==> src/rtl/cam_req_ctrl.sv <==
// cam_req_ctrl: initiator-side sequencer for a single cam instance.
//
// Turns a valid/ready request stream (write or search) into cam write pulses and compare-key
// activity, waits for cam busy to clear with a bounded timeout, captures the search result after
// a fixed latency and presents it as a held valid/ready response. Keeps saturating hit and miss
// counters for completed searches.
//
// Ports
//   clk, rst                                clock (rising edge), async active-high reset
//   req_valid/req_ready                     request handshake
//   req_op/req_data/req_addr                0 = write, 1 = search; data or key; write address
//   rsp_valid/rsp_ready                     search response handshake
//   rsp_match/rsp_addr/rsp_err              found flag, matching address, busy-timeout abort
//   cam_write_enable/cam_din/cam_write_addr write side towards the cam
//   cam_cmp_din                             search key towards the cam
//   cam_busy/cam_match/cam_match_addr       status and result from the cam
//   hit_cnt/miss_cnt                        saturating search statistics
//   wr_timeout                              one-cycle pulse when a write gives up on busy
module cam_req_ctrl #(
    parameter int unsigned DATA_WIDTH   = 4,
    parameter int unsigned ADDR_WIDTH   = 2,
    parameter int unsigned SEARCH_LAT   = 1,
    parameter int unsigned BUSY_TIMEOUT = 16,
    parameter int unsigned CNT_WIDTH    = 16
) (
    input  logic                  clk,
    input  logic                  rst,
    input  logic                  req_valid,
    output logic                  req_ready,
    input  logic                  req_op,
    input  logic [DATA_WIDTH-1:0] req_data,
    input  logic [ADDR_WIDTH-1:0] req_addr,
    output logic                  rsp_valid,
    input  logic                  rsp_ready,
    output logic                  rsp_match,
    output logic [ADDR_WIDTH-1:0] rsp_addr,
    output logic                  rsp_err,
    output logic                  cam_write_enable,
    output logic [DATA_WIDTH-1:0] cam_din,
    output logic [ADDR_WIDTH-1:0] cam_write_addr,
    output logic [DATA_WIDTH-1:0] cam_cmp_din,
    input  logic                  cam_busy,
    input  logic                  cam_match,
    input  logic [ADDR_WIDTH-1:0] cam_match_addr,
    output logic [CNT_WIDTH-1:0]  hit_cnt,
    output logic [CNT_WIDTH-1:0]  miss_cnt,
    output logic                  wr_timeout
);

    localparam int unsigned LatW  = (SEARCH_LAT > 1) ? $clog2(SEARCH_LAT) : 1;
    localparam int unsigned WaitW = $clog2(BUSY_TIMEOUT);

    localparam logic [LatW-1:0]  LatLast  = LatW'(SEARCH_LAT - 1);
    localparam logic [WaitW-1:0] WaitLast = WaitW'(BUSY_TIMEOUT - 1);

    typedef enum logic [2:0] {
        StIdle,
        StWrIssue,
        StWrWait,
        StSrWaitIdle,
        StSrLat,
        StResp
    } state_e;

    state_e                state_q, state_d;
    logic                  up_q;
    logic [DATA_WIDTH-1:0] din_q, din_d;
    logic [ADDR_WIDTH-1:0] waddr_q, waddr_d;
    logic [DATA_WIDTH-1:0] key_q, key_d;
    logic [LatW-1:0]       lat_q, lat_d;
    logic [WaitW-1:0]      wait_q, wait_d;
    logic                  rsp_match_q, rsp_match_d;
    logic [ADDR_WIDTH-1:0] rsp_addr_q, rsp_addr_d;
    logic                  rsp_err_q, rsp_err_d;
    logic                  wr_to_q, wr_to_d;
    logic [CNT_WIDTH-1:0]  hit_q, hit_d;
    logic [CNT_WIDTH-1:0]  miss_q, miss_d;
    logic                  req_fire;
    logic                  rsp_fire;

    // up_q keeps req_ready low until the first clock edge after reset is released.
    assign req_ready        = (state_q == StIdle) & up_q & ~cam_busy;
    assign req_fire         = req_valid & req_ready;
    assign rsp_valid        = (state_q == StResp);
    assign rsp_fire         = rsp_valid & rsp_ready;
    assign cam_write_enable = (state_q == StWrIssue);

    assign cam_din        = din_q;
    assign cam_write_addr = waddr_q;
    assign cam_cmp_din    = key_q;
    assign rsp_match      = rsp_match_q;
    assign rsp_addr       = rsp_addr_q;
    assign rsp_err        = rsp_err_q;
    assign hit_cnt        = hit_q;
    assign miss_cnt       = miss_q;
    assign wr_timeout     = wr_to_q;

    always_comb begin
        state_d     = state_q;
        din_d       = din_q;
        waddr_d     = waddr_q;
        key_d       = key_q;
        lat_d       = lat_q;
        wait_d      = wait_q;
        rsp_match_d = rsp_match_q;
        rsp_addr_d  = rsp_addr_q;
        rsp_err_d   = rsp_err_q;
        wr_to_d     = 1'b0;
        hit_d       = hit_q;
        miss_d      = miss_q;

        case (state_q)
            StIdle: begin
                if (req_fire) begin
                    wait_d = '0;
                    if (req_op) begin
                        key_d   = req_data;
                        state_d = StSrWaitIdle;
                    end else begin
                        din_d   = req_data;
                        waddr_d = req_addr;
                        state_d = StWrIssue;
                    end
                end
            end

            StWrIssue: begin
                wait_d  = '0;
                state_d = StWrWait;
            end

            StWrWait: begin
                if (!cam_busy) begin
                    state_d = StIdle;
                end else if (wait_q == WaitLast) begin
                    wr_to_d = 1'b1;
                    state_d = StIdle;
                end else begin
                    wait_d = wait_q + WaitW'(1);
                end
            end

            StSrWaitIdle: begin
                if (!cam_busy) begin
                    lat_d   = '0;
                    state_d = StSrLat;
                end else if (wait_q == WaitLast) begin
                    rsp_match_d = 1'b0;
                    rsp_addr_d  = '0;
                    rsp_err_d   = 1'b1;
                    state_d     = StResp;
                end else begin
                    wait_d = wait_q + WaitW'(1);
                end
            end

            StSrLat: begin
                // A busy cam invalidates the compare in flight; start the search over.
                if (cam_busy) begin
                    wait_d  = '0;
                    state_d = StSrWaitIdle;
                end else if (lat_q == LatLast) begin
                    rsp_match_d = cam_match;
                    rsp_addr_d  = cam_match ? cam_match_addr : '0;
                    rsp_err_d   = 1'b0;
                    state_d     = StResp;
                end else begin
                    lat_d = lat_q + LatW'(1);
                end
            end

            StResp: begin
                if (rsp_fire) begin
                    if (rsp_match_q) begin
                        if (hit_q != '1) begin
                            hit_d = hit_q + CNT_WIDTH'(1);
                        end
                    end else begin
                        if (miss_q != '1) begin
                            miss_d = miss_q + CNT_WIDTH'(1);
                        end
                    end
                    state_d = StIdle;
                end
            end

            default: begin
                state_d = StIdle;
            end
        endcase
    end

    always_ff @(posedge clk or posedge rst) begin
        if (rst) begin
            state_q     <= StIdle;
            up_q        <= 1'b0;
            din_q       <= '0;
            waddr_q     <= '0;
            key_q       <= '0;
            lat_q       <= '0;
            wait_q      <= '0;
            rsp_match_q <= 1'b0;
            rsp_addr_q  <= '0;
            rsp_err_q   <= 1'b0;
            wr_to_q     <= 1'b0;
            hit_q       <= '0;
            miss_q      <= '0;
        end else begin
            state_q     <= state_d;
            up_q        <= 1'b1;
            din_q       <= din_d;
            waddr_q     <= waddr_d;
            key_q       <= key_d;
            lat_q       <= lat_d;
            wait_q      <= wait_d;
            rsp_match_q <= rsp_match_d;
            rsp_addr_q  <= rsp_addr_d;
            rsp_err_q   <= rsp_err_d;
            wr_to_q     <= wr_to_d;
            hit_q       <= hit_d;
            miss_q      <= miss_d;
        end
    end

endmodule

==> config.mk <==
export PLATFORM = sky130hd
export DESIGN_NAME = cam_req_ctrl
export DESIGN_NICKNAME = d
export VERILOG_FILES = /design/src/rtl/cam_req_ctrl.sv
export SDC_FILE = /design/constraint.sdc
export NUM_CORES = 1
export LEC_CHECK = 0
export CORE_ASPECT_RATIO = 0.9
export CORE_MARGIN = 3
export CORE_UTILIZATION = 50
export CTS_CLUSTER_SIZE = 24
export DETAILED_ROUTE_END_ITERATION = 7
export DONT_BUFFER_PORTS = 1
export SYNTH_ARGS = -nofsm -noshare
export SYNTH_HDL_FRONTEND = slang
export SYNTH_SLANG_ARGS = --single-unit
==> constraint.sdc <==
create_clock -name clk -period 2.4 [get_ports clk]
set_clock_uncertainty 0.1 [all_clocks]
set_input_delay 0.48 -clock clk [delete_from_list [all_inputs] [get_ports clk]]
set_output_delay 0.48 -clock clk [all_outputs]
set_load 0.1 [all_outputs]
==> impl_metrics.csv, run 1 <==
group,metric,value,unit
run_status,status,"finished, final reports clean",
clock_tree,cts_max_level,2,
grt,grt_max_degree,33,
clock_tree,worstSkewPairLatency,300,ps
power,power.density,1060,nW/um^2
floorplan,die_y,74.7,um
yosys,async_reset_ff_share,100,%
route,wirelength,5.93,mm
yosys,synth_top_area_share,52.6,%
sta,tightest_slew,917,ps
grt,grt_overflow,0,
route,avgRoutedWirePerCell,17.0,um
grt,antenna_found_initial,0,
critical_path,arrival,1630,ps
clock_tree,cts.reportedPaths.clkPinSlew,100,ps
grt,grt_pass1_wl,9.52,mm
yosys,synth_area_leaders,"dfrtp_1, xnor2_1, mux2_1",
yosys,synth_edf_count,0,
route,dr.pass1.iters,4,
final_layout,drive_above_1_share,27.0,%
sta,finalMaxSlewViolations,0,
clock_tree,cts_root_buffer,"clkbuf_8",
sta,fin_tns_setup,0,ps
job,maxCapViolCount,0,
clock_tree,cts_tree,"built",
grt,grt-busiest-layer,"met2",
yosys,yosysUniqueCellTypes,44,
yosys,synthFlopType,"dfrtp_1",
sta,fin_crit,2210,ps
clock_tree,cts.sink_count,55,
clock_tree,post_cts_buffers,0,
sta,grt_setup_unrepaired,"no",
grt,gr-usage-met2,33.5,%
critical_path,path_class,"flop to output port",
route,via_count,1996,
final_layout,multi_input_comb_area,1190,um^2
power,p_leak,1.49,nW
sta,period_share,92.1,%
floorplan,dieWidth,82.3,um
grt,grtUsageMet3,6.34,%
yosys,yosysWarnings,0,
sta,hold_viol_final,0,
clock_tree,cts.path.max_buffers,2,
critical_path,crit_fanout,16,
grt,track_usage,20.2,%
place,port_buffers,0,
yosys,syn_nets,257,
floorplan,die_area,6140,um^2
sta,final-setup-viol-count,0,
floorplan,start_util,52.9,%
sta,slew_headroom,38.9,%
grt,grtUsageMet1,25.1,%
route,viasPerCell,5.70,
sta,whs,203,ps
yosys,syn_area,2620,um^2
grt,first_global_vias,2031,
floorplan,row_count,24,
route,drc,0,
route,drt_iter0_drc,73,
floorplan,core_area,4950,um^2
floorplan,pin_count,65,
final_layout,ff_latch_area,1400,um^2
yosys,syn_inst,239,
yosys,ys_ff_latch,55,
yosys,syn_area_per_cell,11.0,um^2
critical_path,end_kind,"output port",
final_layout,fillers,420,
critical_path,startpoint_type,"flop",
final_layout,final_common_cell,"buf_4",
yosys,synth_area_leader_cell,"dfrtp_1",
clock_tree,cts_made_buffers,5,
final_layout,fin_util,63.3,%
sta,maxClockFrequency,0.452,GHz
power,ir_drop,0.000842,V
place,gp_congestion,0.823,
yosys,yosysSeqAreaShare,52.6,%
place,hpwlAfterDp,4.59,mm
min_path,hold_class,"input port to flop",
final_layout,area_growth,19.8,%
critical_path,crit_required,1820,ps
final_layout,antenna_cells,0,
final_layout,layout.nets,302,
final_layout,final_cell_mix,"buf_4, dfrtp_1, nand3_1, dfrtp_2, xnor2_1",
route,postRouteAntennaNets,0,
-- power by group --
| part | switching (mW) | internal [mW] | total (mW) | leakage, nW |
|---|---|---|---|---|
| clock | 0.299 | 0.209 | 0.508 | 0.0443 |
| sequential | 0.780 | 1.08 | 1.86 | 0.702 |
| combinational | 0.688 | 0.277 | 0.965 | 0.745 |
| total | 1.77 | 1.57 | 3.33 | 1.49 |
-- per-layer routing --
| metal | wire (um) | vias up | share of wire (%) |
|---|---|---|---|
| met5 | 0 | - | 0 |
| met4 | 44 | 0 | 0.74 |
| met3 | 417 | 5 | 7.0 |
| met2 | 2990 | 60 | 50 |
| met1 | 2480 | 977 | 42 |
| li1 | - | 954 | - |
-- cell families (layout without fill, tap and decap cells) --
kind of cell,after synthesis,after routing,synth area share (%)
buffers and inverters,13,59,2.05
AND/OR/NAND/NOR,104,104,22.7
multiplexers,12,12,5.30
AO/OA/AOI/OAI,22,22,6.07
other,1,1,0.143
XOR/XNOR,29,29,9.70
flip-flops,55,55,52.6
adder cells (fa/ha/maj),3,3,1.43
-- what timing repair did --
action | 4_1_cts | 5_1_grt
hold endpoints to repair | 23 | 0
hold buffers | 1 | 0
gates resized for setup | 0 | 0
-- area by class of cell --
cell class	count	share of cell area, %
Tap cell	65	2.59
Clock inverter	3	0.798
Inverter	7	0.838
Timing Repair Buffer	44	11.0
Sequential cell	55	44.6
Multi-Input combinational cell	171	37.9
Clock buffer	5	2.19
-- synth_stat cells (3+ instances only) --
| library cell | count |
|---|---|
| xnor2_1 | 16 |
| nor4_1 | 5 |
| nand2b_1 | 3 |
| mux2_1 | 11 |
| nor3_1 | 13 |
| nand2_1 | 12 |
| o31ai_1 | 5 |
| buf_2 | 4 |
| nand3_1 | 22 |
| nor2_1 | 12 |
| xor2_1 | 13 |
| a22o_1 | 3 |
| nand4_1 | 10 |
| dfrtp_1 | 55 |
| and3_1 | 8 |
| ha_1 | 3 |
| inv_1 | 7 |
| o21ai_0 | 3 |
-- state kept, by name, indices dropped and copies added, names as in the netlist --
name	count
wr_timeout	1
state_q	3
cam_din	4
hit_cnt	16
cam_cmp_din	4
cam_write_addr	2
wait_q	4
miss_cnt	16
rsp_err	1
rsp_addr	2
up_q	1
rsp_match	1
-- per-stage QoR --
step | setup slack (ps) | power [mW] | instances | cell area [um^2]
after CTS | 183 | 3.35 | 350 | 3140
after detailed placement | 339 | 2.85 | 341 | 3030
after global routing | 37.0 | 3.49 | 350 | 3140
after global placement | 455 | 2.80 | 341 | 3030
final | 189 | 3.33 | 350 | 3140
after floorplan | -56.4 | 2.60 | 239 | 2640
-- critical path, cell delays in order, from the launching register on --
cell and delay [ps]:
dfrtp_1 540, nor2_1 260, and3_2 240, buf_4 290
-- final timing paths --
path	from	end	slack, ps	cells past startpoint
max	state_q[0]	req_ready	190	3
min	req_data[3]	cam_cmp_din[3]	200	1
max reg2reg	state_q[0]	miss_cnt[15]	290	4
min reg2reg	rsp_addr[0]	rsp_addr[0]	430	1
max in group asynchronous	rst	miss_cnt[0]	1070	3
min in group asynchronous	rst	cam_din[0]	570	2
No activity file was read; power rests on OpenSTA's default activity.
==> inputs of run 2 (changes only) <==
- CORE_UTILIZATION: 50 -> 45
- SLEW_MARGIN: default -> 20
==> run 2 against run 1 <==
Net effect:
- worst hold slack worse by 200 ps
- core utilization fell by 5.4 points
- critical path depth rose by 1
- clock-buffer cell count rose by 1
- sequential power is 2% lower
- clock power fell by 0.8%
- register-to-register slack improved by 40 ps
- largest power group unchanged
- global-route usage is 1.6 points lower
- via count increased by 0.15%
==> impl_metrics.csv, run 2 (same netlist as run 1, synthesis figures left out) <==
group,metric,value,unit
grt,first_global_vias,1978,
final_layout,antenna_cells,0,
floorplan,core_area,5440,um^2
critical_path,arrival,1640,ps
place,hpwlAfterDp,4.32,mm
clock_tree,cts_made_buffers,5,
critical_path,crit_required,1820,ps
sta,grt_setup_unrepaired,"no",
floorplan,die_y,78.4,um
critical_path,startpoint_type,"flop",
clock_tree,hold_buffers,0,
final_layout,final_cell_mix,"buf_4, dfrtp_1, nand3_1, dfrtp_2, xnor2_1",
sta,hold_viol_final,0,
sta,setup_ws,181,ps
route,drc,0,
final_layout,final_common_cell,"buf_4",
final_layout,finalInstanceArea,3150,um^2
final_layout,fillers,465,
power,ir_drop,0.000665,V
place,dp_slack,365,ps
clock_tree,cts.reportedPaths.clkPinSlew,100,ps
sta,final-setup-viol-count,0,
floorplan,row_count,25,
final_layout,fin_util,57.9,%
min_path,hold_class,"input port to asynchronous set/reset pin",
place,dpl_cell_area,3070,um^2
sta,tightest_slew,907,ps
job,maxCapViolCount,0,
final_layout,area_growth,20.3,%
clock_tree,cts.path.max_buffers,2,
clock_tree,ctsResizeCount,0,
clock_tree,cts.sink_count,55,
grt,track_usage,18.6,%
critical_path,path_class,"flop to output port",
run_status,status,"finished, final reports clean",
route,viasPerCell,5.63,
final_layout,instances_no_fill,355,
sta,period_share,92.5,%
grt,antenna_found_initial,0,
route,postRouteAntennaNets,0,
sta,finalMaxSlewViolations,0,
sta,fin_crit,2220,ps
power,power.density,1050,nW/um^2
grt,grt_pass1_wl,10.0,mm
clock_tree,cts_tree,"built",
final_layout,layout.nets,305,
clock_tree,cts_max_level,2,
floorplan,pin_count,65,
route,drt_iter0_drc,94,
sta,slew_headroom,39.5,%
place,gp_congestion,0.809,
grt,grt_overflow,0,
final_layout,drive_above_1_share,27.8,%
sta,maxClockFrequency,0.451,GHz
power,p_leak,1.50,nW
route,avgRoutedWirePerCell,16.4,um
clock_tree,cts_root_buffer,"clkbuf_8",
place,port_buffers,0,
critical_path,end_kind,"output port",
clock_tree,post_cts_buffers,0,
critical_path,crit_fanout,11,
place,placedCellCount,347,
floorplan,dieWidth,86.4,um
route,wirelength,5.81,mm
route,dr.pass1.iters,4,
clock_tree,worstSkewPairLatency,300,ps
grt,grt_max_degree,30,
floorplan,start_util,48.1,%
floorplan,die_area,6770,um^2
route,via_count,1999,
sta,whs,1.59,ps
run 2: final timing paths:
kind	start	endpoint	slack, ps	cells after the start
min in group clk	req_addr[1]	cam_write_addr[1]	200	1
worst max register to register	wait_q[0]	wait_q[3]	330	5
worst min register to register	rsp_addr[1]	rsp_addr[1]	420	1
max in group asynchronous	rst	hit_cnt[3]	1620	2
worst min-delay path	rst	cam_write_addr[0]	2	1
worst max-delay path	state_q[2]	rsp_valid	180	4
run 2: power by group:
part	total [mW]	internal [mW]	switching, mW	leakage (nW)
logic	0.990	0.286	0.704	0.761
registers	1.82	1.08	0.744	0.702
clock network	0.504	0.205	0.299	0.0412
run 2: critical path, stage by stage, from the launching register on:
cell	delay (ps)
dfrtp_1	540
inv_1	100
nor2_1	230
and2_1	170
buf_4	280
run 2: routing by layer:
layer	GRT usage [%]	vias up	routed length [um]
met3	4.83	9	326
met5	0	-	0
li1	-	957	-
met4	7.01	0	100
met2	27.8	59	2650
met1	25.8	974	2730
run 2: layout make-up:
| cell class | instances | area [um^2] | area share [%] |
|---|---|---|---|
| sequential | 55 | 1400 | 44.4 |
| multi-input combinational | 171 | 1190 | 37.8 |
| timing repair buffer | 47 | 365 | 11.6 |
| tap | 67 | 83.8 | 2.66 |
| clock buffer | 6 | 72.6 | 2.30 |
| inverter | 7 | 26.3 | 0.834 |
| clock inverter | 2 | 12.5 | 0.397 |
run 2: stage by stage:
step | setup TNS, ps | power [mW]
after floorplan | -56.4 | 2.60
after global placement | 0 | 2.82
after detailed placement | 0 | 2.84
after CTS | 0 | 3.35
after global routing | 0 | 3.48
final | 0 | 3.32
